$ cat src/rtl/alu_cycle_controller.sv
// Multi-cycle control sequencer for the ALU-centred MIPS datapath.
// Stage, latched instruction fields, MUL/DIV hold counter, halt flag and retired count are registered.
module alu_cycle_controller #(
    parameter int MULDIV_CYCLES = 4,
    parameter int COUNT_W       = 16
) (
    input  logic               clock,
    input  logic               reset_n,
    input  logic               enable,
    input  logic [5:0]         opcode,
    input  logic [5:0]         funct,
    input  logic               ZERO,
    output logic [2:0]         stage,
    output logic [1:0]         alu_op,
    output logic               ALU_Src,
    output logic               reg_dst,
    output logic               reg_write,
    output logic               mem_read,
    output logic               mem_write,
    output logic               mem_to_reg,
    output logic               ir_write,
    output logic               pc_write,
    output logic [1:0]         pc_src,
    output logic               halted,
    output logic [COUNT_W-1:0] instr_count
);

    localparam int CNT_W = (MULDIV_CYCLES > 1) ? $clog2(MULDIV_CYCLES) : 1;

    localparam logic [5:0] OP_R    = 6'b000000;
    localparam logic [5:0] OP_J    = 6'b000010;
    localparam logic [5:0] OP_BEQ  = 6'b000100;
    localparam logic [5:0] OP_BNE  = 6'b000101;
    localparam logic [5:0] OP_ADDI = 6'b001000;
    localparam logic [5:0] OP_LW   = 6'b100011;
    localparam logic [5:0] OP_SW   = 6'b101011;
    localparam logic [5:0] FN_MUL  = 6'b011000;
    localparam logic [5:0] FN_DIV  = 6'b011010;

    typedef enum logic [2:0] {
        ST_FETCH     = 3'd0,
        ST_DECODE    = 3'd1,
        ST_EXECUTE   = 3'd2,
        ST_MEMORY    = 3'd3,
        ST_WRITEBACK = 3'd4,
        ST_HALT      = 3'd7
    } stage_t;

    stage_t           state;
    logic [5:0]       op_q;
    logic [5:0]       fn_q;
    logic [CNT_W-1:0] cnt;
    logic             is_muldiv;

    assign stage     = state;
    assign is_muldiv = (fn_q == FN_MUL) || (fn_q == FN_DIV);

    // Strobes are decoded from the current stage so they can be forced low the instant reset asserts.
    always_comb begin
        alu_op     = 2'b00;
        ALU_Src    = 1'b0;
        reg_dst    = 1'b0;
        reg_write  = 1'b0;
        mem_read   = 1'b0;
        mem_write  = 1'b0;
        mem_to_reg = 1'b0;
        ir_write   = 1'b0;
        pc_write   = 1'b0;
        pc_src     = 2'b00;
        if (reset_n) begin
            if (state == ST_EXECUTE || state == ST_MEMORY || state == ST_WRITEBACK) begin
                case (op_q)
                    OP_ADDI, OP_LW, OP_SW: begin
                        alu_op  = 2'b11;
                        ALU_Src = 1'b1;
                    end
                    OP_BEQ, OP_BNE: alu_op = 2'b01;
                    default:        alu_op = 2'b00;
                endcase
            end
            case (state)
                ST_FETCH: ir_write = enable;
                ST_DECODE: begin
                    if (op_q == OP_J) begin
                        pc_write = 1'b1;
                        pc_src   = 2'b10;
                    end
                end
                ST_MEMORY: begin
                    case (op_q)
                        OP_LW: mem_read = 1'b1;
                        OP_SW: begin
                            mem_write = 1'b1;
                            pc_write  = 1'b1;
                        end
                        OP_BEQ: begin
                            pc_write = 1'b1;
                            pc_src   = ZERO ? 2'b01 : 2'b00;
                        end
                        OP_BNE: begin
                            pc_write = 1'b1;
                            pc_src   = ZERO ? 2'b00 : 2'b01;
                        end
                        default: ;
                    endcase
                end
                ST_WRITEBACK: begin
                    reg_write  = 1'b1;
                    pc_write   = 1'b1;
                    reg_dst    = (op_q == OP_R);
                    mem_to_reg = (op_q == OP_LW);
                end
                default: ;
            endcase
        end
    end

    always_ff @(posedge clock or negedge reset_n) begin
        if (!reset_n) begin
            state       <= ST_FETCH;
            op_q        <= '0;
            fn_q        <= '0;
            cnt         <= '0;
            halted      <= 1'b0;
            instr_count <= '0;
        end else begin
            if (pc_write)
                instr_count <= instr_count + COUNT_W'(1);
            case (state)
                ST_FETCH: begin
                    if (enable) begin
                        op_q  <= opcode;
                        fn_q  <= funct;
                        state <= ST_DECODE;
                    end
                end
                ST_DECODE: begin
                    case (op_q)
                        OP_J: state <= ST_FETCH;
                        OP_R: begin
                            cnt   <= is_muldiv ? CNT_W'(MULDIV_CYCLES - 1) : '0;
                            state <= ST_EXECUTE;
                        end
                        OP_ADDI, OP_LW, OP_SW, OP_BEQ, OP_BNE: begin
                            cnt   <= '0;
                            state <= ST_EXECUTE;
                        end
                        default: begin
                            halted <= 1'b1;
                            state  <= ST_HALT;
                        end
                    endcase
                end
                ST_EXECUTE: begin
                    if (cnt != '0)
                        cnt <= cnt - CNT_W'(1);
                    else if (op_q == OP_R || op_q == OP_ADDI)
                        state <= ST_WRITEBACK;
                    else
                        state <= ST_MEMORY;
                end
                ST_MEMORY:    state <= (op_q == OP_LW) ? ST_WRITEBACK : ST_FETCH;
                ST_WRITEBACK: state <= ST_FETCH;
                ST_HALT:      state <= ST_HALT;
                default:      state <= ST_FETCH;
            endcase
        end
    end

endmodule

$ cat config.mk
export PLATFORM = sky130hd
export DESIGN_NAME = alu_cycle_controller
export DESIGN_NICKNAME = d
export VERILOG_FILES = /design/src/rtl/alu_cycle_controller.sv
export SDC_FILE = /design/constraint.sdc
export NUM_CORES = 1
export LEC_CHECK = 0
export ABC_AREA = 0
export CAP_MARGIN = 20
export CORE_MARGIN = 1
export CORE_UTILIZATION = 35
export CTS_CLUSTER_SIZE = 14
export DETAILED_ROUTE_END_ITERATION = 8
export HOLD_SLACK_MARGIN = 0.12
export SYNTH_ARGS = -nofsm -noshare
export SYNTH_HDL_FRONTEND = slang
export SYNTH_SLANG_ARGS = --single-unit
$ cat constraint.sdc
create_clock -name clock -period 2.5 [get_ports clock]
set_input_delay 0.5 -clock clock [delete_from_list [all_inputs] [get_ports clock]]
set_output_delay 0.5 -clock clock [all_outputs]
set_load 0.05 [all_outputs]
# Word-level counts from Yosys, hierarchy flattened
# Index checks and enable logic that the tools add are counted.
# op_classes
add_sub_neg	2
n_eq_ne	17
muxes	40
bitwise_logic	1
n_reduce_logical	18
# op_table
cell	count
$mux W1	22
$add A16 B1 Y16 const B	1
$pmux W2 S2	4
$pmux W3 S5	1
$eq A6 B3 Y1 const B	2
$eq A6 B5 Y1 const B	2
$eq A6 B6 Y1 const B	2
$mux W2	6
$mux W3	4
$reduce_or A7 Y1	1
$eq A3 B2 Y1 const B	2
$eq A3 B3 Y1 const B	2
$eq A6 B2 Y1 const B	1
$eq A6 B4 Y1 const B	1
$logic_not A6 Y1	1
$pmux W3 S2	1
$reduce_and A2 Y1	3
$reduce_or A3 Y1	2
$reduce_or A6 Y1	1
$reduce_or A5 Y1	1
$logic_or A1 B1 Y1	4
$ne A2 B2 Y1 const B	2
$reduce_bool A2 Y1	2
$eq A3 B1 Y1 const B	1
9 further kinds	9
# word_totals
register_bits	34
in_bits	16
out_inout_bits	32
word_cells	84

# Longest topological paths before layout
# Gate-level depths: netlist (run 1).
# depth
depth_word	5
ltp_mapped	6

# Worst setup path before layout (run 1)
# OpenSTA, ideal clock, no wires.
# synth_timing
kind	reg-to-output
startpoint	register state[2], in the netlist stage[2]
endpoint	output port alu_op[0]
arrival_time_ns	2.697
required_ns	2.000
slack_ns	-0.697
path_stages_with_launch	5
path_buffers	1
cell_sequence	dfrtp_1 -> buf_2 -> nor3b_1 -> o21ai_0 -> a211oi_1
# synth_via
elab_chain_cells	5
# synth_rtl
item	line	text
start: declaration	49	stage_t state;
start signal: assignment	162	ST_MEMORY: state <= (op_q == OP_LW) ? ST_WRITEBACK : ST_FETCH;
$eq A3 B2 Y1	71	if (state == ST_EXECUTE || state == ST_MEMORY || state == ST_WRITEBACK) begin
$logic_or A1 B1 Y1	71	
$logic_or A1 B1 Y1 (*)	71	
$mux W2 (*)	71	
$mux W2 (*)	70	if (reset_n) begin
end: declaration	14	output logic [1:0] alu_op,
# Every way passes the cells marked *; elsewhere a longest branch is shown, timed or not.

# Final worst setup path (run 1)
# layout_timing
startpoint	register op_q[3]
endpoint	output port pc_write
# layout_via
elab_chain_cells	5
# layout_rtl
item	line	text
start: declaration	50	logic [5:0] op_q;
start signal: assignment	132	op_q <= opcode;
$eq A6 B6 Y1 or $eq A6 B3 Y1 (tied branches)	90	case (op_q)
$reduce_or A3 Y1 (no source line)	n/a	
$mux W1	90	
$pmux W1 S3 (*)	81	case (state)
$mux W1 (*)	70	
end: declaration	22	output logic pc_write,
# Marks and branches as above.

==> results.ini, run 1 <==
[pwr]
p_leak_nw=1.07
power_density_nw_per_um2=951
vdd_drop_max_uv=448
power_mw=2.53

[clock_tree]
clockRootBuffer=clkbuf_8
cts_tree=yes
clock_latency_ns=0.28
cts_sinks=33
clk_pin_slew_worst_paths_ns=0.07
cts_hold_buf=0
cts-buffers-inserted=5
max-clock-path-buffers=2
cts-htree-levels=2

[detailed_routing]
wl_um=4030
wl_per_cell_um=13.8
dr.first_iter.drc_count=51
drcViolationCount=0
vias_per_cell=4.96
ant_nets=0
num_vias=1444
first_pass_iters=4

[timing]
finalMaxSlewViolations=0
slew_headroom_pct=61.5
fin_crit_ns=2.48
worst_pin_slew_ns=0.573
hold_ws_ns=0.470
hold_violations=0
max_freq_mhz=404
timing.final.crit_share_pct=99.0
rsz0062_at_grt=yes
fin_worst_skew_ns=0.00475
setup_viol=0

[synthesis]
synth_area_leaders=dfrtp_1 (47%), mux2_2 (8.4%), xnor2_1 (7.0%), nand3_1 (2.9%), o21ai_0 (2.6%)
async_flop_share_pct=100
netlist_area_um2=1750
yosysTopAreaCell=dfrtp_1
post_synth_num_cell_types=44
ys.flop_type=dfrtp_1
ys_seq_elements=33
synth_nets=181
post_synth_inst_count=163
synth_top_area_share_pct=47.2
synth_edf_count=0
avgSynthCellArea_um2=10.7
yosysWarnings=0
yosysSeqAreaShare_pct=47.2

[worst_setup_path]
cp_max_fo=3
max_stage_delay_ns=0.57
cp_slowest_cell=or4b_4
crit_path_end_kind=output pin
crit_type=reg2out
required_ns=2.00
cp.arrival_ns=1.98
cp_num_buf_inv=1
cp_top_family=simple AND/OR/NAND/NOR gates
start_kind=register
path_cells=or4b_4, o221a_4, nor3_4, buf_12

[floorplan]
core_um2=4750
die_x_um=72.7
die_h_um=72.7
fp-row-count=25
start_util_pct=36.8
die-area_um2=5280
io_pins=48

[grt]
grt-ovfl-total=0
track_usage_pct=16.4
antenna_found_initial=0
grt_pass1_wl_um=6660
grt_max_degree=28
grt_pass1_vias=1394

[placed_design]
place_congestion=0.922
io_buffers=46
post-dp-hpwl_um=3060

[cells_and_area]
layout_common_cells=clkdlybuf4s50_1 (34), dfrtp_1 (29), xnor2_1 (14), buf_4 (14), mux2_2 (13)
antenna-diode-count=0
layout_commonest_cell=clkdlybuf4s50_1
drive_gt1_share_pct=29.9
area_growth_pct=52.3
nNetsFinal=242

[run_status]
status=finished, final reports clean

[run]
maxCapViolations=0

[hold_path]
min_path_type=reg2reg

[through the flow]
stage,instances,worst slack (ns),setup TNS (ns),instance area [um2],utilization (%)
6_report,291,0.0248,0,2660,56.0
5_1_grt,291,-0.0365,-0.0393,2660,56.0
4_1_cts,286,-0.0225,-0.0225,2600,54.7
3_5_place_dp,276,0.0978,0,2490,52.4
3_3_place_gp,276,0.113,0,2490,52.4
2_1_floorplan,163,-0.147,-0.180,1800,-
[cell families after synthesis]
| kind of cell | Yosys count | share of synthesized area (%) |
|---|---|---|
| AOI/OAI and AO/OA | 23 | 9.02 |
| xor gates and xnor gates | 16 | 8.02 |
| adders and majority gates | 2 | 1.43 |
| buffers and inverters | 11 | 2.43 |
| DFF | 33 | 47.2 |
| muxes | 15 | 9.59 |
| and+or+nand+nor | 63 | 22.3 |
[layout make-up]
cell class	instances	area, um2
clock buffers	7	86.3
fillers	441	2090
well taps	67	83.8
repair buffers	60	686
multi-input cells	119	957
inverters	5	18.8
flip-flops and latches	33	831
[synth_stat cells (all sizes together) (3+ instances only)]
master and n:
dfrtp 33, mux2 14, xnor2 14, nand2 11, nand3 10, nor2 10, o21ai 10, nor3 7
inv 5, and2 4, clkbuf 4, a21oi 3, and4 3, nand4 3, nor4b 3
[state kept, by name, summed over array words and instances, names as in the netlist]
signal,flops
cnt,2
fn_q,5
halted,1
instr_count,16
op_q,6
stage,3
[power breakdown]
part           leakage, nW  total (mW)  internal, mW  switching [mW]
clock network       0.0443       0.405         0.218           0.187
registers            0.417       0.912         0.693           0.219
logic                0.604        1.21         0.556           0.657
[final timing paths]
kind | from | endpoint | slack [ns] | depth (start not counted)
hold / removal | instr_count[15] | instr_count[15] | 0.47 | 1
min in group asynchronous | reset_n | instr_count[0] | 0.70 | 2
setup reg to reg | op_q[3] | instr_count[12] | 0.23 | 5
hold reg to reg | instr_count[15] | instr_count[15] | 0.47 | 1
setup / recovery | op_q[3] | pc_write | 0.02 | 4
max in group asynchronous | reset_n | op_q[0] | 1.42 | 2
[metal layers]
layer | GRT usage (%) | routed length [um]
met5 | 0 | 0
met4 | 5.01 | 53
met3 | 4.14 | 163
met2 | 25.8 | 1980
met1 | 22.4 | 1830
[what timing repair did]
item                       4_1_cts  5_1_grt
gates resized for setup          0        8
cloned                           0        0
setup buffers                    3        5
pin swaps                        3        2
setup endpoints to repair        2        5
No activity file was read; power rests on OpenSTA's default activity.
==> inputs of run 2 (changes only) <==
CAP_MARGIN = unset   (was 20)
CORE_MARGIN = unset   (was 1)
MAX_ROUTING_LAYER = met4   (was unset)
==> run 2 against run 1 <==
Worst hold slack unchanged. Count of clock-buffer cells in the layout did not move. Fmax is the same. Core utilization unchanged. Final cell count stayed put. Largest power group unchanged. Critical path depth unchanged. First-iteration DRC count fell by 2.0%.
==> results.ini, run 2 (synthesized netlist as in run 1, its figures left out) <==
[cells_and_area]
largest_reg_flops=16
largest-register=instr_count
postLayoutCoreUtil_pct=56.0
area_growth_pct=52.3
nFillCells=441
antenna-diode-count=0
fin_cells=291
design_area_um2=2660
layout_common_cells=clkdlybuf4s50_1 (34), dfrtp_1 (29), xnor2_1 (14), buf_4 (14), mux2_2 (13)
drive_gt1_share_pct=29.9
layout_commonest_cell=clkdlybuf4s50_1
largestRegisters=instr_count x16, op_q x6, fn_q x5
nNetsFinal=242

[worst_setup_path]
cp_slowest_cell=or4b_4
r2r-start=op_q[3]
reg2reg_slack_ns=0.23
crit_type=reg2out
cp.arrival_ns=1.98
required_ns=2.00
worst-r2r-cell-count=5
path_cells=or4b_4, o221a_4, nor3_4, buf_12
reg2reg_to=instr_count[12]
cp_max_fo=3
crit_path_end_kind=output pin
max_stage_delay_ns=0.57
start_kind=register

[pwr]
swShare_pct=42.0
power_density_nw_per_um2=951
vdd_drop_max_uv=448
p_leak_nw=1.07
power_switching_mw=1.06
internal-power_mw=1.47
combPwrFrac_pct=47.9
p_clk_share_pct=16.0
power_frac_seq_pct=36.0

[floorplan]
core_um2=4750
die-area_um2=5280
die_x_um=72.7
io_pins=48
die_h_um=72.7
fp-row-count=25
start_util_pct=36.8

[detailed_routing]
vias_per_cell=4.97
wl_um=4030
ant_nets=0
dr.first_iter.drc_count=50
num_vias=1445
drcViolationCount=0
wl_per_cell_um=13.8
first_pass_iters=4

[hold_path]
min_path_type=reg2reg
holdCritStartpoint=instr_count[15]
hold_depth=1
hold_path_end=instr_count[15]

[timing]
rsz0062_at_grt=yes
timing.final.crit_share_pct=99.0
worst_pin_slew_ns=0.573
fin_crit_ns=2.48
hold_violations=0
fin_worst_skew_ns=0.00475
max_freq_mhz=404
setup_tns_ns=0
slew_headroom_pct=61.5
finalMaxSlewViolations=0
setup_viol=0

[clock_tree]
max-clock-path-buffers=2
cts-buffers-inserted=5
cts_tree=yes
clock_latency_ns=0.28
cts_sinks=33
cts_hold_buf=0
clk_pin_slew_worst_paths_ns=0.07
clockRootBuffer=clkbuf_8
cts-htree-levels=2

[placed_design]
io_buffers=46
placedCellCount=276
placed_cell_area_um2=2490
post-dp-hpwl_um=3060
place_congestion=0.938

[grt]
busiest_layer=met2
grtUsageMet2_pct=25.8
grt_max_degree=28
met3_usage_pct=4.14
grt-ovfl-total=0
antenna_found_initial=0
grt_pass1_vias=1392
met1_usage_pct=22.4
track_usage_pct=16.9
grt_pass1_wl_um=6660

[run_status]
status=finished, final reports clean

[run]
maxCapViolations=0

## run 2: cell counts in the layout (fill, tap and decap cells not counted)
Identical to the previous run, type by type.
## run 2: worst max path at each step
stage,from,to,slack (ns)
floorplan,stage[0],mem_read,-0.15
global placement,reset_n,pc_write,0.11
detailed placement,reset_n,pc_write,0.1
CTS,op_q[5],pc_write,-0.02
global route,op_q[3],pc_write,-0.04
finish,op_q[3],pc_write,0.02
## run 2: what timing repair did
item | in CTS | in global routing
buffers inserted | 3 | 5
pin swaps | 3 | 2
endpoints found under the hold margin | 0 | 0
setup endpoints to repair | 2 | 5
gates resized for setup | 0 | 8
## run 2: through the flow
step | hold slack [ns] | power [mW] | setup WS (ns)
2_1_floorplan | 0.204 | 1.67 | -0.147
3_3_place_gp | 0.451 | 1.99 | 0.113
3_5_place_dp | 0.463 | 2.03 | 0.0978
4_1_cts | 0.475 | 2.49 | -0.0225
5_1_grt | 0.484 | 2.69 | -0.0365
6_report | 0.470 | 2.53 | 0.0248
## run 2: area by class of cell
class                   instances  area [um2]  area share (%)
repair buffers                 60         686            25.8
inverters                       5        18.8           0.705
clock buffers                   7        86.3            3.24
flip-flops and latches         33         831            31.2
well taps                      67        83.8            3.15
multi-input cells             119         957            35.9
## run 2: critical path, delay by kind of cell (launching register included)
family	cells	cell delay (ns)
simple gates	2	0.80
buf+inv	1	0.17
compound gates	1	0.31
flops	1	0.42
## run 2: routing by layer
layer	vias up	routed length, um
met2	30	1980
met3	7	163
li1	709	-
met1	699	1840
met5	-	0
met4	0	53
## run 2: power groups by stage
stage | registers, mW | logic (mW) | clock network (mW)
2_1_floorplan | 0.978 | 0.695 | 0
3_3_place_gp | 0.895 | 1.10 | 0
6_report | 0.912 | 1.21 | 0.405
5_1_grt | 0.943 | 1.31 | 0.438
3_5_place_dp | 0.912 | 1.12 | 0
4_1_cts | 0.893 | 1.17 | 0.425
